$ cat config.mk
export PLATFORM = sky130hd
export DESIGN_NAME = float_pack_flat
export DESIGN_NICKNAME = d
export VERILOG_FILES = /design/src/rtl/float_pack_if.sv /design/src/rtl/float_pack.sv /design/src/flat_wrapper.sv
export SDC_FILE = /design/constraint.sdc
export NUM_CORES = 1
export LEC_CHECK = 0
export CAP_MARGIN = 20
export CORE_MARGIN = 4
export CORE_UTILIZATION = 30
export DETAILED_ROUTE_END_ITERATION = 10
export GPL_TIMING_DRIVEN = 0
export PLACE_DENSITY = 0.61
export SKIP_LAST_GASP = 1
export SYNTH_ARGS = -nofsm -noshare
export SYNTH_HDL_FRONTEND = slang
export SYNTH_SLANG_ARGS = --single-unit
$ cat constraint.sdc
create_clock -name Clk -period 2.4 [get_ports Clk]
set_input_delay 0.48 -clock Clk [delete_from_list [all_inputs] [get_ports Clk]]
set_output_delay 0.48 -clock Clk [all_outputs]
set_load 0.02 [all_outputs]
$ cat src/rtl/float_pack_if.sv
// Request/response and byte-write bundle between a requester and the float_pack coprocessor.
// The requester drives the operands and Start; the coprocessor returns status, the packed word and memory writes.
interface float_pack_if #(
   parameter int ADDR_W = 8
);
   logic              Start;
   logic              Sign;
   logic [5:0]        Exp;
   logic [15:0]       Mant;
   logic              Busy;
   logic              Done;
   logic [15:0]       Result;
   logic              MemWrEn;
   logic [ADDR_W-1:0] MemAddr;
   logic [7:0]        MemData;

   modport master (
      output Start, Sign, Exp, Mant,
      input  Busy, Done, Result, MemWrEn, MemAddr, MemData
   );

   modport slave (
      input  Start, Sign, Exp, Mant,
      output Busy, Done, Result, MemWrEn, MemAddr, MemData
   );
endinterface

$ cat src/rtl/float_pack.sv
// Serial half-precision packer: normalises one shift per cycle, rounds, then stores the word as two bytes.
// Define FLOAT_PACK_SUBNORM_EN to produce subnormal results instead of flushing small values to signed zero.
module float_pack #(
   parameter int ADDR_W    = 8,
   parameter int BASE_ADDR = 4
) (
   input logic         Clk,
   input logic         Reset,
   float_pack_if.slave bus
);
   localparam logic [ADDR_W-1:0] ADDR_LO = ADDR_W'(BASE_ADDR);
   localparam logic [ADDR_W-1:0] ADDR_HI = ADDR_W'(BASE_ADDR + 1);

   typedef enum logic [3:0] {
      S_IDLE,
      S_LOAD,
      S_NORM,
`ifdef FLOAT_PACK_SUBNORM_EN
      S_DENORM,
`endif
      S_ROUND,
      S_PACK,
      S_WR_LO,
      S_WR_HI,
      S_DONE
   } state_t;

   state_t             state_q, state_d;
   logic               sign_q, sign_d;
   logic signed [7:0]  exp_q, exp_d;
   logic [15:0]        mant_q, mant_d;
   logic               guard_q, guard_d;
   logic               sticky_q, sticky_d;
`ifdef FLOAT_PACK_SUBNORM_EN
   logic [3:0]         denCnt_q, denCnt_d;
`endif

   logic               busy_q, busy_d;
   logic               done_q, done_d;
   logic [15:0]        result_q, result_d;
   logic               memWrEn_q, memWrEn_d;
   logic [ADDR_W-1:0]  memAddr_q, memAddr_d;
   logic [7:0]         memData_q, memData_d;

   logic [3:0]         msbIdx;
   logic               roundInc;
   logic [11:0]        roundSum;
   logic signed [7:0]  biasExp;

   assign bus.Busy    = busy_q;
   assign bus.Done    = done_q;
   assign bus.Result  = result_q;
   assign bus.MemWrEn = memWrEn_q;
   assign bus.MemAddr = memAddr_q;
   assign bus.MemData = memData_q;

   always_ff @(posedge Clk) begin
      if (Reset) begin
         state_q   <= S_IDLE;
         busy_q    <= 1'b0;
         done_q    <= 1'b0;
         result_q  <= '0;
         memWrEn_q <= 1'b0;
         memAddr_q <= '0;
         memData_q <= '0;
      end else begin
         state_q   <= state_d;
         busy_q    <= busy_d;
         done_q    <= done_d;
         result_q  <= result_d;
         memWrEn_q <= memWrEn_d;
         memAddr_q <= memAddr_d;
         memData_q <= memData_d;
      end
   end

   always_ff @(posedge Clk) begin
      if (Reset) begin
         sign_q   <= 1'b0;
         exp_q    <= '0;
         mant_q   <= '0;
         guard_q  <= 1'b0;
         sticky_q <= 1'b0;
`ifdef FLOAT_PACK_SUBNORM_EN
         denCnt_q <= '0;
`endif
      end else begin
         sign_q   <= sign_d;
         exp_q    <= exp_d;
         mant_q   <= mant_d;
         guard_q  <= guard_d;
         sticky_q <= sticky_d;
`ifdef FLOAT_PACK_SUBNORM_EN
         denCnt_q <= denCnt_d;
`endif
      end
   end

   always_comb begin
      msbIdx = '0;
      for (int i = 0; i < 16; i++) begin
         if (mant_q[i]) msbIdx = 4'(i);
      end
   end

   // Right shifts retire the old guard into sticky, so rounding sees every discarded bit exactly once.
   always_comb begin
      sign_d   = sign_q;
      exp_d    = exp_q;
      mant_d   = mant_q;
      guard_d  = guard_q;
      sticky_d = sticky_q;
`ifdef FLOAT_PACK_SUBNORM_EN
      denCnt_d = denCnt_q;
`endif
      roundInc = guard_q & (sticky_q | mant_q[0]);
      roundSum = {1'b0, mant_q[10:0]} + {11'b0, roundInc};
      case (state_q)
         S_IDLE: begin
            if (bus.Start) begin
               sign_d   = bus.Sign;
               exp_d    = {{2{bus.Exp[5]}}, bus.Exp};
               mant_d   = bus.Mant;
               guard_d  = 1'b0;
               sticky_d = 1'b0;
            end
         end
         S_NORM: begin
            if (msbIdx > 4'd10) begin
               mant_d   = mant_q >> 1;
               exp_d    = exp_q + 8'sd1;
               guard_d  = mant_q[0];
               sticky_d = sticky_q | guard_q;
            end else if (msbIdx < 4'd10) begin
               mant_d = mant_q << 1;
               exp_d  = exp_q - 8'sd1;
            end
`ifdef FLOAT_PACK_SUBNORM_EN
            denCnt_d = '0;
`endif
         end
`ifdef FLOAT_PACK_SUBNORM_EN
         S_DENORM: begin
            mant_d   = mant_q >> 1;
            exp_d    = exp_q + 8'sd1;
            guard_d  = mant_q[0];
            sticky_d = sticky_q | guard_q;
            denCnt_d = denCnt_q + 4'd1;
         end
`endif
         S_ROUND: begin
            if (roundSum[11]) begin
               mant_d = 16'h0400;
               exp_d  = exp_q + 8'sd1;
            end else begin
               mant_d = {5'b0, roundSum[10:0]};
            end
         end
         default: ;
      endcase
   end

   // NORM exits once the shift made this cycle lands the leading one on bit 10.
   always_comb begin
      state_d = state_q;
      case (state_q)
         S_IDLE:  if (bus.Start) state_d = S_LOAD;
         S_LOAD:  state_d = (mant_q == '0) ? S_PACK : S_NORM;
         S_NORM: begin
            if (msbIdx >= 4'd9 && msbIdx <= 4'd11) begin
`ifdef FLOAT_PACK_SUBNORM_EN
               state_d = (exp_d <= -8'sd15) ? S_DENORM : S_ROUND;
`else
               state_d = S_ROUND;
`endif
            end
         end
`ifdef FLOAT_PACK_SUBNORM_EN
         S_DENORM: if (exp_q == -8'sd15 || denCnt_q == 4'd11) state_d = S_ROUND;
`endif
         S_ROUND: state_d = S_PACK;
         S_PACK:  state_d = S_WR_LO;
         S_WR_LO: state_d = S_WR_HI;
         S_WR_HI: state_d = S_DONE;
         S_DONE:  state_d = S_IDLE;
         default: state_d = S_IDLE;
      endcase
   end

   // Outputs are decoded from the next state so every port comes straight from a flop.
   always_comb begin
      result_d = result_q;
      biasExp  = exp_q + 8'sd15;
      if (state_q == S_PACK) begin
         if (mant_q == '0) begin
            result_d = {sign_q, 15'b0};
         end else if (biasExp >= 8'sd31) begin
            result_d = {sign_q, 15'h7BFF};
`ifdef FLOAT_PACK_SUBNORM_EN
         end else begin
            result_d = {sign_q, (mant_q[10] ? biasExp[4:0] : 5'd0), mant_q[9:0]};
         end
`else
         end else if (biasExp <= 8'sd0) begin
            result_d = {sign_q, 15'b0};
         end else begin
            result_d = {sign_q, biasExp[4:0], mant_q[9:0]};
         end
`endif
      end
      busy_d    = (state_d != S_IDLE);
      done_d    = (state_d == S_DONE);
      memWrEn_d = (state_d == S_WR_LO) || (state_d == S_WR_HI);
      memAddr_d = '0;
      memData_d = '0;
      if (state_d == S_WR_LO) begin
         memAddr_d = ADDR_LO;
         memData_d = result_d[7:0];
      end else if (state_d == S_WR_HI) begin
         memAddr_d = ADDR_HI;
         memData_d = result_d[15:8];
      end
   end
endmodule

$ cat src/flat_wrapper.sv
// flat-port wrapper written by rule: the top's interface ports become plain ports
module float_pack_flat 
#(
   parameter int ADDR_W    = 8,
   parameter int BASE_ADDR = 4
)
  (Clk, Reset, bus_Start, bus_Sign, bus_Exp, bus_Mant, bus_Busy, bus_Done, bus_Result, bus_MemWrEn, bus_MemAddr, bus_MemData);
  float_pack_if #(.ADDR_W(ADDR_W)) bus_i ();
  input logic Clk;
  input logic Reset;
  input wire logic [$bits(bus_i.Start)-1:0] bus_Start;
  input wire logic [$bits(bus_i.Sign)-1:0] bus_Sign;
  input wire logic [$bits(bus_i.Exp)-1:0] bus_Exp;
  input wire logic [$bits(bus_i.Mant)-1:0] bus_Mant;
  output wire logic [$bits(bus_i.Busy)-1:0] bus_Busy;
  output wire logic [$bits(bus_i.Done)-1:0] bus_Done;
  output wire logic [$bits(bus_i.Result)-1:0] bus_Result;
  output wire logic [$bits(bus_i.MemWrEn)-1:0] bus_MemWrEn;
  output wire logic [$bits(bus_i.MemAddr)-1:0] bus_MemAddr;
  output wire logic [$bits(bus_i.MemData)-1:0] bus_MemData;
  assign bus_i.Start = bus_Start;
  assign bus_i.Sign = bus_Sign;
  assign bus_i.Exp = bus_Exp;
  assign bus_i.Mant = bus_Mant;
  assign bus_Busy = bus_i.Busy;
  assign bus_Done = bus_i.Done;
  assign bus_Result = bus_i.Result;
  assign bus_MemWrEn = bus_i.MemWrEn;
  assign bus_MemAddr = bus_i.MemAddr;
  assign bus_MemData = bus_i.MemData;
  float_pack #(.ADDR_W(ADDR_W), .BASE_ADDR(BASE_ADDR)) u_core (.Clk(Clk), .Reset(Reset), .bus(bus_i));
endmodule
==> results.txt, run 1 <==
----------------------------------------------------
[Clock network]
  Number of buffers added by the clock tree synthesis step ... 9
  Buffers from clock root to sink, at most ... 2
  CTS root buf ... clkbuf_16
  Clock tree sinks ... 59
  Number of levels in the clock H-tree ... 3
  Worst skew pair latency ... 0.33 ns
  # hold bufs at CTS ... 0
  Clock tree from TritonCTS ... yes
  Clock-pin transition on the worst setup and hold timing paths ... 0.06 ns

[Routing]
  Number of iterations in the first detailed-routing pass ... 6
  Final routed DRC violation total ... 0
  Drt first-iter violations ... 341
  Routed WL per cell ... 19.4 µm
  Post-route ant nets ... 0
  DRT Wirelength ... 13100 µm
  Vias per cell ... 5.93
  Vias after detailed routing ... 4000

[Power]
  Net switching power ... 896 µW
  Clock power share ... 46.3%
  Internal power component ... 2170 µW
  Register share of total power ... 34.6%
  Leakage power ... 0.00182 µW
  Sw Share ... 29.3%
  Combinational power share ... 19.1%
  Power density over the cells ... 622 nW/µm²
  Worst voltage drop across the vdd grid ... 0.327 mV
  Power, Total ... 3060 µW

[Synthesis]
  Count of warnings emitted by yosys ... 0
  Post-synth top area cell ... dfxtp_1
  Proportion of synthesized chip area in sequential cells ... 33.0%
  Most area-consuming cells after synthesis ... dfxtp_1 33%, a21oi_1 4.6%, nor2_1 3.5%
  Primary FF master, synth ... dfxtp_1
  Synth Instances ... 442
  Number of distinct standard cells referenced by the synthesized netlist ... 72
  Top-area cell type share of the netlist area ... 33.0%
  Synth Register Bits ... 59
  Number of enable-type register cells in the synthesized netlist ... 0
  Avg Synthesized Cell Area ... 8.10 µm²
  Share of async-settable or async-resettable flops after synthesis ... 0%
  Post-Syn Area ... 3580 µm²

[Timing]
  Final number of hold-violating endpoints ... 0
  Max-slew violation total from the final report ... 0
  Peak Freq ... 0.405 GHz
  Final hold slack ... 0.482 ns
  Slew at the pin with the worst max-slew slack ... 0.704 ns
  Unrepaired setup endpoints after global routing ... true
  Crit share post-route ... 103%
  Worst slew margin relative to its limit ... 53.0%
  Final min period ... 2.47 ns
  Post-route worst setup slack ... -0.0691 ns
  Aggregate negative setup slack ... -0.330 ns
  Total of endpoints with negative setup slack in the final report ... 5
  Largest clock skew in the final design ... 0.00746 ns

[Min path]
  Hold depth ... 2
  Hold WC Path Type ... register to register

[Global route]
  Via count of the first global-routing pass ... 3724
  Global-route wire length before repair ... 19800 µm
  Maximum number of pins on one net before global-route repair ... 13
  Grt total ovfl ... 0
  Antenna violations before repair ... 0
  Global routing usage summed across all routing layers ... 18.6%

[Status]
  Violated checks ... negative setup slack
  Result of the run ... finished, violations left

[Floorplan]
  Area of the die ... 13800 µm²
  Effective utilization at floorplan ... 31.0%
  Chip width ... 117 µm
  Number of rows in the core area ... 39
  I/O pin count ... 61
  Placeable core region ... 11600 µm²
  Y dimension of the die ... 117 µm

[Final layout]
  Core occupancy in the finished layout ... 42.6%
  Final cell count without fillers ... 675
  Commonest non-fill, non-tap cell in the layout ... dfxtp_1
  Proportion of layout cells with a drive suffix above 1 ... 18.8%
  Antenna Cells ... 0
  Multi-input combinational cell area ... 2270 µm²
  Filler cell count ... 1175
  Area growth from synthesis to layout ... 37.5%
  Post-layout net count ... 559
  Commonest non-fill, non-tap cells in the layout ... 57 x dfxtp_1, 53 x clkdlybuf4s50_1, 33 x a21oi_1
  Sequential Area ... 1180 µm²

[Placed design]
  Routability congestion estimate from global placement ... 0.922
  Detailed placement HPWL ... 9030 µm
  # placed instances ... 645
  Number of port buffers ... 53

[Critical path]
  Required arrival time at the worst endpoint ... 2.68 ns
  Category of the most critical setup path ... register to register
  CP startpoint kind ... register
  Data arrival time of the critical path ... 2.75 ns
  Maximum net fanout on the critical path ... 5
  R2r worst-path depth ... 7
  Kind of end point of the critical path ... register

[Job]
  Count of max-cap constraint violations ... 0

----------------------------------------------------
==> routing by layer <==
layer | global-route usage (%) | part of all wire (%)
met1 | 25.6 | 45
met2 | 28.5 | 45
met3 | 4.01 | 7.8
met4 | 7.26 | 2.4
met5 | 0 | 0
==> critical path, cell delays in order (launching register included) <==
cell	delay [ns]
dfxtp_2	0.35
or4_4	0.60
and4_4	0.21
or3_1	0.37
buf_4	0.18
a211oi_4	0.36
buf_2	0.24
a221o_2	0.12
==> cells by family (layout without fill, tap and decap cells) <==
| family | after synthesis | after routing | synth area share, % |
|---|---|---|---|
| buf+inv | 61 | 145 | 7.61 |
| compound gates | 140 | 140 | 29.1 |
| other cells | 1 | 7 | 0.105 |
| fa+ha+maj | 6 | 6 | 2.10 |
| flops | 59 | 59 | 33.0 |
| mux | 10 | 10 | 2.83 |
| xor+xnor | 11 | 11 | 2.69 |
| simple gates | 154 | 154 | 22.6 |
==> through the flow <==
stage | instance area (µm²) | setup slack, ns
2_1_floorplan | 3610 | 0.00937
4_1_cts | 4790 | -0.0238
5_1_grt | 4930 | -0.0785
3_5_place_dp | 4330 | -0.494
6_report | 4930 | -0.0691
3_3_place_gp | 4320 | -0.473
==> power groups by stage <==
stage	sequential, µW	clock, µW	combinational [µW]
2_1_floorplan	1060	0	348
3_3_place_gp	1060	0	509
3_5_place_dp	1060	0	514
4_1_cts	1050	1440	547
5_1_grt	1060	1480	630
6_report	1060	1420	586
==> layout make-up <==
type                    instances  area share (%)
multi-input cells             328            46.1
flip-flops and latches         59            24.0
repair buffers                 70            13.5
plain buffers                  45            4.93
clock buffers                   9            4.57
well taps                     143            3.63
clock inverters                 7            2.01
inverters                      14            1.24
==> timing repair <==
action / 4_1_cts / 5_1_grt
buffers inserted: 5 / 8
pin swaps: 2 / 5
resized for setup: 24 / 31
setup endpoints to repair: 37 / 44
cloned: 0 / 2
==> cells in the mapped netlist (3+ instances only) <==
library cell,number
dfxtp_1,59
a21oi_1,33
nor2_1,33
nand2_1,32
clkbuf_1,28
nand3_1,21
o21ai_0,20
nor3_1,17
inv_1,13
a221o_1,9
a221o_2,9
mux2i_1,9
a211oi_1,8
buf_2,8
nor4_1,8
xnor2_1,8
buf_4,7
o32ai_1,7
a221oi_1,6
a31oi_1,6
ha_1,6
a32o_1,5
and2_1,5
nand4_1,5
or3_1,5
nor4b_1,4
a211o_1,3
buf_1,3
nor2b_1,3
nor3b_1,3
o211ai_1,3
o31a_1,3
o31ai_1,3
or2_2,3
xor2_1,3
==> flip-flops by register name, summed over array words and instances (netlist names) <==
name,flops
u_core.sticky_q,1
u_core.bus.Result,16
u_core.mant_q,16
u_core.bus.MemAddr,2
u_core.sign_q,1
u_core.bus.Busy,1
u_core.guard_q,1
u_core.bus.MemData,8
u_core.bus.Done,1
u_core.exp_q,8
u_core.state_q,4
==> path summary, 6_finish.rpt <==
kind,slack (ns),to,startpoint
worst max-delay path,-0.07,u_core.bus.Result[11]$_SDFF_PP0_,u_core.exp_q[0]$_SDFFE_PP0P_
worst min-delay path,0.48,u_core.guard_q$_SDFFE_PP0P_,u_core.guard_q$_SDFFE_PP0P_
worst max register to register,-0.07,u_core.bus.Result[11]$_SDFF_PP0_,u_core.exp_q[0]$_SDFFE_PP0P_
worst min register to register,0.48,u_core.guard_q$_SDFFE_PP0P_,u_core.guard_q$_SDFFE_PP0P_
No activity file was read; power rests on OpenSTA's default activity.
==> inputs of run 2 (changes only) <==
CAP_MARGIN = default   (was 20)
==> results.txt, run 2 (synthesized netlist as in run 1, its figures left out) <==
----------------------------------------------------
[Min path]
  Hold depth ... 2
  Hold WC Path Type ... register to register

[Power]
  Worst voltage drop across the vdd grid ... 0.303 mV
  Leakage power ... 0.00178 µW
  Power density over the cells ... 607 nW/µm²

[Global route]
  Global-route wire length before repair ... 20300 µm
  Global Route met3 Usage ... 5.66%
  Met2 Track Usage GR ... 29.8%
  Maximum number of pins on one net before global-route repair ... 13
  Global routing usage summed across all routing layers ... 19.0%
  Met1 GRT Util ... 24.6%
  Antenna violations before repair ... 0
  Via count of the first global-routing pass ... 3859
  GRT busiest layer ... met2
  Grt total ovfl ... 0

[Timing]
  Worst slew margin relative to its limit ... 18.4%
  Crit share post-route ... 97.3%
  Peak Freq ... 0.428 GHz
  Final number of hold-violating endpoints ... 0
  Max-slew violation total from the final report ... 0
  Slew at the pin with the worst max-slew slack ... 1.21 ns
  Post-route worst setup slack ... 0.0636 ns
  Unrepaired setup endpoints after global routing ... true
  Largest clock skew in the final design ... 0.00631 ns
  Final min period ... 2.34 ns
  Total of endpoints with negative setup slack in the final report ... 0

[Clock network]
  CTS root buf ... clkbuf_16
  Clock tree from TritonCTS ... yes
  Buffers from clock root to sink, at most ... 2
  # hold bufs at CTS ... 0
  Number of levels in the clock H-tree ... 3
  Worst skew pair latency ... 0.33 ns
  Clock-pin transition on the worst setup and hold timing paths ... 0.06 ns
  Number of buffers added by the clock tree synthesis step ... 9
  Clock tree sinks ... 59

[Critical path]
  Data arrival time of the critical path ... 2.56 ns
  R2r setup slk ... 0.06 ns
  Number of logic stages on the critical path including buffering ... 7
  Category of the most critical setup path ... register to register
  Maximum net fanout on the critical path ... 5
  Delay of the slowest critical-path stage ... 0.59 ns
  Worst path buffer plus inverter count ... 2
  Cell class contributing the biggest share of worst-path delay ... simple AND/OR/NAND/NOR gates
  Required arrival time at the worst endpoint ... 2.62 ns
  Slowest CP cell ... or4_4
  R2r worst-path depth ... 7
  Cell repeated most along the worst path ... buf_4
  CP cell instances ... or4_4 > a2111oi_2 > or3_4 > a211oi_4 > buf_4 > buf_4 > a221o_2
  Kind of end point of the critical path ... register
  CP startpoint kind ... register

[Final layout]
  Commonest non-fill, non-tap cells in the layout ... 57 x dfxtp_1, 53 x clkdlybuf4s50_1, 33 x a21oi_1
  Final cell count without fillers ... 674
  Cell area after layout ... 4880 µm²
  Commonest non-fill, non-tap cell in the layout ... dfxtp_1
  Antenna Cells ... 0
  Post-layout net count ... 558
  Proportion of layout cells with a drive suffix above 1 ... 17.9%
  Filler cell count ... 1192
  Area growth from synthesis to layout ... 36.2%

[Floorplan]
  I/O pin count ... 61
  Placeable core region ... 11600 µm²
  Number of rows in the core area ... 39
  Y dimension of the die ... 117 µm
  Effective utilization at floorplan ... 31.0%
  Area of the die ... 13800 µm²
  Chip width ... 117 µm

[Status]
  Result of the run ... finished, final reports clean

[Routing]
  Number of iterations in the first detailed-routing pass ... 5
  Final routed DRC violation total ... 0
  Vias per cell ... 5.85
  Routed WL per cell ... 19.2 µm
  DRT Wirelength ... 13000 µm
  Vias after detailed routing ... 3945
  Post-route ant nets ... 0
  Drt first-iter violations ... 314

[Job]
  Count of max-cap constraint violations ... 0

[Placed design]
  Detailed placement HPWL ... 9030 µm
  Placed inst area ... 4320 µm²
  # placed instances ... 644
  Routability congestion estimate from global placement ... 0.922
  Post-Place Setup Slack ... -0.496 ns
  Number of port buffers ... 53

----------------------------------------------------
==> run 2: through the flow <==
stage / util [%] / power, µW / TNS (ns) / hold WS, ns
2_1_floorplan: - / 1410 / 0 / 0.450
3_3_place_gp: 37.3 / 1570 / -14.58 / 0.460
3_5_place_dp: 37.3 / 1580 / -16.01 / 0.475
4_1_cts: 41.2 / 2920 / -0.0682 / 0.483
5_1_grt: 42.2 / 3080 / -0.0267 / 0.504
6_report: 42.2 / 2960 / 0 / 0.482
==> run 2: final cells by class <==
| class | count | area, µm² | area share [%] |
|---|---|---|---|
| clock inverter | 7 | 76.3 | 1.56 |
| multi-input combinational | 328 | 2270 | 46.6 |
| inverter | 14 | 56.3 | 1.15 |
| timing repair buffer | 70 | 666 | 13.6 |
| clock buffer | 9 | 225 | 4.62 |
| tap | 143 | 179 | 3.67 |
| sequential | 59 | 1180 | 24.3 |
| buffer | 44 | 220 | 4.52 |
==> run 2: metal layers <==
metal / up-vias / wire length, µm
met5: - / 0
met4: 0 / 366
met3: 34 / 1160
met2: 208 / 5880
met1: 1875 / 5560
li1: 1828 / -
==> run 2: path summary, 6_finish.rpt <==
kind / startpoint / to
worst min register to register: u_core.guard_q$_SDFFE_PP0P_ / u_core.guard_q$_SDFFE_PP0P_
worst max-delay path: u_core.exp_q[0]$_SDFFE_PP0P_ / u_core.bus.Result[11]$_SDFF_PP0_
worst max register to register: u_core.exp_q[0]$_SDFFE_PP0P_ / u_core.bus.Result[11]$_SDFF_PP0_
worst min-delay path: u_core.guard_q$_SDFFE_PP0P_ / u_core.guard_q$_SDFFE_PP0P_
==> run 2: what timing repair did <==
action | in CTS | in global routing
buffers inserted | 5 | 10
pin swaps | 2 | 3
endpoints found under the hold margin | 0 | 0
gates resized for setup | 24 | 17
cloned | 2 | 0
endpoints found under the setup margin | 46 | 47
==> run 2: tightest hold or removal path, stage by stage (launching register included) <==
cell and delay (ns):
dfxtp_1 0.32, nand2_1 0.06, a21oi_1 0.05
==> run 2: report_power, final <==
part	switching (µW)	total (µW)	internal, µW
registers	42.5	1060	1010
logic	347	590	244
clock network	506	1310	808
total	895	2960	2060
